## config.mk

```make
export PLATFORM = sky130hd
export DESIGN_NAME = ppu_line_buf_flat
export DESIGN_NICKNAME = d
export VERILOG_FILES = /design/src/rtl/ppu_line_buf_pkg.sv /design/src/rtl/ppu_line_buf_if.sv /design/src/rtl/ppu_line_buf_ram.sv /design/src/rtl/ppu_line_buf.sv /design/src/flat_wrapper.sv
export SDC_FILE = /design/constraint.sdc
export NUM_CORES = 2
export LEC_CHECK = 0
export CAP_MARGIN = 0
export CORE_MARGIN = 4
export CORE_UTILIZATION = 50
export CTS_CLUSTER_DIAMETER = 80
export DETAILED_ROUTE_END_ITERATION = 8
export DONT_BUFFER_PORTS = 1
export PLACE_DENSITY = 0.68
export SETUP_SLACK_MARGIN = 0.2
export SKIP_CTS_REPAIR_TIMING = 1
export SKIP_LAST_GASP = 1
export SLEW_MARGIN = 15
export SYNTH_ARGS = -nofsm -noshare
export SYNTH_HDL_FRONTEND = slang
export SYNTH_SLANG_ARGS = --single-unit
```

## constraint.sdc

```tcl
create_clock -name clk -period 5.04 [get_ports clk]
set_input_delay 1.512 -clock clk [delete_from_list [all_inputs] [get_ports clk]]
set_output_delay 1.512 -clock clk [all_outputs]
set_load 0.005 [all_outputs]
```

## src/rtl/ppu_line_buf_pkg.sv

```systemverilog
// Shared types and constants for the PPU-to-VGA ping-pong scanline buffer.
package ppu_line_buf_pkg;

    typedef enum logic {
        LB_RD_WAIT = 1'b0,
        LB_RD_SHOW = 1'b1
    } lb_rd_states_t;

    localparam logic [5:0] LB_BLANK_COLOR = 6'h0F;
    localparam int         LB_LINE_W      = 256;

endpackage

```

## src/rtl/ppu_line_buf_if.sv

```systemverilog
// Write-side (PPU) and read-side (VGA) signals of the scanline buffer.
interface ppu_line_buf_if;

    logic       ppu_clk_en;
    logic       pix_valid;
    logic [7:0] pix_x;
    logic [5:0] pix_data;
    logic       ppu_line_done;
    logic       frame_sync;
    logic       vga_clk_en;
    logic [7:0] vga_buf_idx;
    logic       vga_line_done;
    logic [5:0] vga_buf_out;
    logic       overrun;
    logic       underrun;

    modport master (
        output ppu_clk_en, pix_valid, pix_x, pix_data, ppu_line_done, frame_sync,
        output vga_clk_en, vga_buf_idx, vga_line_done,
        input  vga_buf_out, overrun, underrun
    );

    modport slave (
        input  ppu_clk_en, pix_valid, pix_x, pix_data, ppu_line_done, frame_sync,
        input  vga_clk_en, vga_buf_idx, vga_line_done,
        output vga_buf_out, overrun, underrun
    );

endinterface

```

## src/rtl/ppu_line_buf_ram.sv

```systemverilog
// One 256x6 scanline bank: synchronous write port, asynchronous read port.
module lb_bank_ram
    import ppu_line_buf_pkg::*;
(
    input  logic       clk,
    input  logic       we,
    input  logic [7:0] waddr,
    input  logic [5:0] wdata,
    input  logic [7:0] raddr,
    output logic [5:0] rdata
);

    logic [5:0] mem [LB_LINE_W];

    always_ff @(posedge clk) begin
        if (we) begin
            mem[waddr] <= wdata;
        end
    end

    assign rdata = mem[raddr];

endmodule

```

## src/rtl/ppu_line_buf.sv

```systemverilog
// Two-bank ping-pong line buffer; each PPU line is shown REPEAT times on VGA.
// Optional macro LINEBUF_BLANK_ON_UNDERRUN_EN blanks the output while waiting.
module ppu_line_buf
    import ppu_line_buf_pkg::*;
#(
    parameter int REPEAT = 2
) (
    input logic           clk,
    input logic           rst,
    ppu_line_buf_if.slave bus
);

    localparam logic [1:0] REP_LAST = 2'(REPEAT - 1);

    logic [1:0]    full;
    logic          wr_bank;
    logic          rd_bank;
    logic [1:0]    rep_cnt;
    lb_rd_states_t state;
    logic          overrun;
    logic          underrun;

    logic [5:0] rd_data0;
    logic [5:0] rd_data1;
    logic [5:0] rd_data;

    lb_bank_ram bank0 (
        .clk   (clk),
        .we    (bus.ppu_clk_en && bus.pix_valid && !wr_bank),
        .waddr (bus.pix_x),
        .wdata (bus.pix_data),
        .raddr (bus.vga_buf_idx),
        .rdata (rd_data0)
    );

    lb_bank_ram bank1 (
        .clk   (clk),
        .we    (bus.ppu_clk_en && bus.pix_valid && wr_bank),
        .waddr (bus.pix_x),
        .wdata (bus.pix_data),
        .raddr (bus.vga_buf_idx),
        .rdata (rd_data1)
    );

    assign rd_data = rd_bank ? rd_data1 : rd_data0;

`ifdef LINEBUF_BLANK_ON_UNDERRUN_EN
    assign bus.vga_buf_out = (state == LB_RD_WAIT) ? LB_BLANK_COLOR : rd_data;
`else
    assign bus.vga_buf_out = rd_data;
`endif

    assign bus.overrun  = overrun;
    assign bus.underrun = underrun;

    logic          ppu_ev;
    logic          vga_ev;
    logic          last_rep;
    logic [1:0]    full_rel;
    logic [1:0]    full_nxt;
    logic          wr_nxt;
    logic          rd_nxt;
    logic [1:0]    rep_nxt;
    lb_rd_states_t state_nxt;
    logic          ovr_set;
    logic          und_set;

    // Same-edge ordering: reader release, then writer set, then reader selection.
    always_comb begin
        ppu_ev    = bus.ppu_line_done && bus.ppu_clk_en;
        vga_ev    = bus.vga_line_done && bus.vga_clk_en;
        last_rep  = (rep_cnt == REP_LAST);

        full_rel  = full;
        if (vga_ev && (state == LB_RD_SHOW) && last_rep) begin
            full_rel[rd_bank] = 1'b0;
        end

        full_nxt  = full_rel;
        wr_nxt    = wr_bank;
        ovr_set   = 1'b0;
        if (ppu_ev) begin
            full_nxt[wr_bank] = 1'b1;
            if (!full_rel[~wr_bank]) begin
                wr_nxt = ~wr_bank;
            end else begin
                ovr_set = 1'b1;
            end
        end

        rd_nxt    = rd_bank;
        rep_nxt   = rep_cnt;
        state_nxt = state;
        und_set   = 1'b0;
        if (vga_ev) begin
            case (state)
                LB_RD_WAIT: begin
                    if (full_nxt[~rd_bank]) begin
                        rd_nxt    = ~rd_bank;
                        state_nxt = LB_RD_SHOW;
                        rep_nxt   = 2'd0;
                    end else if (full_nxt[rd_bank]) begin
                        state_nxt = LB_RD_SHOW;
                        rep_nxt   = 2'd0;
                    end else begin
                        und_set = 1'b1;
                    end
                end
                LB_RD_SHOW: begin
                    if (last_rep) begin
                        rep_nxt = 2'd0;
                        if (full_nxt[~rd_bank]) begin
                            rd_nxt = ~rd_bank;
                        end else begin
                            state_nxt = LB_RD_WAIT;
                        end
                    end else begin
                        rep_nxt = rep_cnt + 2'd1;
                    end
                end
                default: state_nxt = LB_RD_WAIT;
            endcase
        end
    end

    // frame_sync realigns both sides but leaves memory and sticky flags alone.
    always_ff @(posedge clk) begin
        if (rst) begin
            full     <= 2'b00;
            wr_bank  <= 1'b0;
            rd_bank  <= 1'b0;
            rep_cnt  <= 2'd0;
            state    <= LB_RD_WAIT;
            overrun  <= 1'b0;
            underrun <= 1'b0;
        end else if (bus.frame_sync) begin
            full     <= 2'b00;
            wr_bank  <= 1'b0;
            rd_bank  <= 1'b0;
            rep_cnt  <= 2'd0;
            state    <= LB_RD_WAIT;
        end else begin
            full     <= full_nxt;
            wr_bank  <= wr_nxt;
            rd_bank  <= rd_nxt;
            rep_cnt  <= rep_nxt;
            state    <= state_nxt;
            if (ovr_set) begin
                overrun <= 1'b1;
            end
            if (und_set) begin
                underrun <= 1'b1;
            end
        end
    end

endmodule
```

## src/flat_wrapper.sv

```systemverilog
// flat-port wrapper written by rule: the top's interface ports become plain ports
module ppu_line_buf_flat import ppu_line_buf_pkg::*;
#(
    parameter int REPEAT = 2
)
  (clk, rst, bus_ppu_clk_en, bus_pix_valid, bus_pix_x, bus_pix_data, bus_ppu_line_done, bus_frame_sync, bus_vga_clk_en, bus_vga_buf_idx, bus_vga_line_done, bus_vga_buf_out, bus_overrun, bus_underrun);
  ppu_line_buf_if bus_i ();
  input logic clk;
  input logic rst;
  input wire logic [$bits(bus_i.ppu_clk_en)-1:0] bus_ppu_clk_en;
  input wire logic [$bits(bus_i.pix_valid)-1:0] bus_pix_valid;
  input wire logic [$bits(bus_i.pix_x)-1:0] bus_pix_x;
  input wire logic [$bits(bus_i.pix_data)-1:0] bus_pix_data;
  input wire logic [$bits(bus_i.ppu_line_done)-1:0] bus_ppu_line_done;
  input wire logic [$bits(bus_i.frame_sync)-1:0] bus_frame_sync;
  input wire logic [$bits(bus_i.vga_clk_en)-1:0] bus_vga_clk_en;
  input wire logic [$bits(bus_i.vga_buf_idx)-1:0] bus_vga_buf_idx;
  input wire logic [$bits(bus_i.vga_line_done)-1:0] bus_vga_line_done;
  output wire logic [$bits(bus_i.vga_buf_out)-1:0] bus_vga_buf_out;
  output wire logic [$bits(bus_i.overrun)-1:0] bus_overrun;
  output wire logic [$bits(bus_i.underrun)-1:0] bus_underrun;
  assign bus_i.ppu_clk_en = bus_ppu_clk_en;
  assign bus_i.pix_valid = bus_pix_valid;
  assign bus_i.pix_x = bus_pix_x;
  assign bus_i.pix_data = bus_pix_data;
  assign bus_i.ppu_line_done = bus_ppu_line_done;
  assign bus_i.frame_sync = bus_frame_sync;
  assign bus_i.vga_clk_en = bus_vga_clk_en;
  assign bus_i.vga_buf_idx = bus_vga_buf_idx;
  assign bus_i.vga_line_done = bus_vga_line_done;
  assign bus_vga_buf_out = bus_i.vga_buf_out;
  assign bus_overrun = bus_i.overrun;
  assign bus_underrun = bus_i.underrun;
  ppu_line_buf #(.REPEAT(REPEAT)) u_core (.clk(clk), .rst(rst), .bus(bus_i));
endmodule
```

==> impl_metrics.csv <==
group,metric,value,unit
routing,drc_errors,0,
synth,ys_seq_elements,3081,
placement,port_buffers,0,
setup_path,rr_worst_depth,4,
floorplan,rows,180,
floorplan,pin_count,38,
synth,yosysWarningCount,0,
setup_path,critPathKind,"in2out",
worst_hold_path,hold_class,"reg2reg",
sta,finalSetupViolCount,6,
cells_and_area,final_cell_mix,"3,072 x edfxtp_1, 576 x mux2i_1, 552 x nor2_1",
power_and_ir_drop,power_frac_comb,4.4,%
setup_path,worstPathRequired,3530,ps
synth,seq_area_frac_synth,76.3,%
synth,synth_edf_count,3072,
routing,drt_pass1_iterations,6,
setup_path,worstSetupStartpointType,"input pin",
setup_path,r2r_start,"u_core.wr_bank",
setup_path,reg2reg_to,"u_core.bank1.mem[111][5]",
sta,fin_ws,-1400,ps
setup_path,cp-endpoint,"bus_vga_buf_out[5]",
power_and_ir_drop,p_sw_share,20.3,%
routing,routed_wl,309,mm
sta,max_freq,0.155,GHz
run_status,run_status,"finished, violations left",
routing,num_vias,63800,
setup_path,reg2reg_setup_slack,2360,ps
setup_path,crit_path_start,"bus_vga_buf_idx[1]",
routing,vias_per_cell,6.38,
sta,hold_viol,0,
placement,gp_congestion,0.862,
cts,cts.sinks,3081,
synth,syn-num-nets,6236,
sta,fin_skew,43.3,ps
power_and_ir_drop,p_sw,0.0107,W
synth,async_reset_ff_share,0,%
floorplan,core_area,241000,um^2
routing,ant_nets,0,
sta,slew_viol_final,411,
power_and_ir_drop,p_per_area,382,nW/um^2
cells_and_area,drive_above_1_share,23.1,%
sta,period_needed,6440,ps
sta,fin_crit_sh,128,%
run_status,violations,"slew limit, setup timing",
cts,cts_made_buffers,319,
cts,clockRootBuffer,"clkbuf_16",
cells_and_area,fin_util,57.6,%
floorplan,die_area,250000,um^2
global_routing,grt_pass1_wl,432,mm
global_routing,grt_pass1_vias,63000,
power_and_ir_drop,vdd_drop_max,398,uV
placement,dpl.hpwl,169,mm
power_and_ir_drop,pwr-share-clk,42.4,%
global_routing,grt_usage,23.3,%
routing,drtIter0Drc,7637,
global_routing,grt_max_degree,513,
sta,rsz0062_at_grt,"true",
synth,dominantRegCellSynth,"edfxtp_1",
synth,synth_cell_types,55,
sta,worstMarginPinSlew,1850,ps
synth,postSynthCellCount,6206,
cells_and_area,nets,6617,
floorplan,die_x,500,um
cts,htreeDepth,5,
sta,relSlewSlack,-23.4,%
routing,wire_per_inst,30.9,um
run,drv_cap,0,
power_and_ir_drop,total_power,0.0530,W
global_routing,overflow,0,
floorplan,die_h,500,um
cells_and_area,fillers,17200,
synth,syn_area,121000,um^2
cts,clkLatencyLatePin,930,ps
power_and_ir_drop,p_leak,43.9,nW
sta,tns,-8070,ps
setup_path,end_kind,"output pin",
global_routing,antenna_found_initial,7,
power_and_ir_drop,sequentialPowerShare,53.2,%
synth,syn_area_per_cell,19.5,um^2
cells_and_area,final_common_cell,"edfxtp_1",
cts,cts_buffer_depth,4,
power_and_ir_drop,p_int,0.0423,W
cts,cts_tree,"built",
setup_path,crit_fanout,495,
cells_and_area,synthToLayoutAreaGrowth,14.5,%
setup_path,crit_arrival,4930,ps
floorplan,start_util,50.3,%
cts,path_clk_slew,60,ps
## flip-flops by register name, summed over array words and instances, names as in the netlist
name                 cells
u_core.bank0.mem      1536
u_core.bank1.mem      1536
u_core.full              2
u_core.rep_cnt           2
u_core.bus.overrun       1
u_core.bus.underrun      1
u_core.rd_bank           1
u_core.state             1
u_core.wr_bank           1
## cell usage after synthesis, types with 15 or more instances
cell,n,share of area [%]
nor4_1,21,0.11
a31oi_1,20,0.10
edfxtp_1,3072,76
nand3_1,59,0.24
nand4_1,32,0.17
o221ai_1,264,1.9
o22ai_1,142,0.73
buf_1,29,0.090
o21ai_0,89,0.37
and2_1,15,0.077
a21oi_1,134,0.55
buf_2,52,0.21
mux4_2,511,9.5
a22oi_1,24,0.15
nor2b_1,15,0.077
nor3_1,32,0.13
buf_4,31,0.19
clkbuf_1,212,0.66
mux2i_1,576,4.8
nor2_1,552,1.7
buf_6,72,0.67
nand2_1,106,0.33
## metal layers
layer | vias up | part of all wire (%) | GRT usage [%]
li1 | 26500 | - | -
met1 | 33600 | 39 | 32.0
met2 | 3175 | 48 | 37.0
met3 | 567 | 8.3 | 4.53
met4 | 6 | 4.0 | 9.80
met5 | - | 0.0091 | 0
## worst min path at each step
stage          cells past startpoint         startpoint           endpoint  slack (ps)
2_1_floorplan                      1  u_core.rep_cnt[1]  u_core.rep_cnt[1]         460
3_3_place_gp                       1  u_core.rep_cnt[1]  u_core.rep_cnt[1]         460
3_5_place_dp                       1  u_core.rep_cnt[1]  u_core.rep_cnt[1]         480
4_1_cts                            1  u_core.rep_cnt[1]  u_core.rep_cnt[1]         500
5_1_grt                            1  u_core.rep_cnt[1]  u_core.rep_cnt[1]         510
6_report                           1  u_core.rep_cnt[1]  u_core.rep_cnt[1]         500
## worst max-delay path, cell delays in order
cell	delay (ps)
nand2b_4	510
buf_12	200
buf_4	200
buf_4	190
o221ai_2	250
o22ai_1	130
o21ai_0	360
a31oi_1	220
buf_4	230
a2111oi_4	370
buf_4	210
## power by group through the flow
stage | Sequential (W) | Combinational [W] | Clock, W
global placement | 0.0287 | 0.00196 | 0
CTS | 0.0282 | 0.00198 | 0.0227
floorplan | 0.0287 | 0.00141 | 0
finish | 0.0282 | 0.00235 | 0.0225
global route | 0.0282 | 0.00243 | 0.0239
detailed placement | 0.0287 | 0.00197 | 0
## stage by stage
stage	std cells	hold slack [ps]	area (um^2)	worst slack, ps
floorplan	6206	458	122000	187
finish	10000	497	139000	-1400
global route	10000	508	139000	-1240
global placement	9387	465	127000	-3640
detailed placement	9388	483	127000	-3690
CTS	9932	495	137000	-3870
## cells by family (layout without fill, tap and decap cells)
family / count (synthesis) / in the layout / share of synthesized area (%)
DFF: 3081 / 3081 / 76.3
muxes: 1087 / 1087 / 14.3
buffers and inverters: 412 / 1015 / 1.96
and+or+nand+nor: 887 / 888 / 3.17
other: 0 / 8 / 0
AOI/OAI and AO/OA: 739 / 739 / 4.30
## area by class of cell
type / count / area [um^2] / share of cell area [%]
diodes: 8 / 20.0 / 0.0144
clock buffers: 392 / 8420 / 6.07
clock inverters: 152 / 1360 / 0.977
inverters: 8 / 40.0 / 0.0289
multi-input cells: 2714 / 27600 / 19.9
flip-flops and latches: 3081 / 92400 / 66.7
well taps: 3185 / 3990 / 2.87
repair buffers: 463 / 4850 / 3.50
No activity file was read; power rests on OpenSTA's default activity.
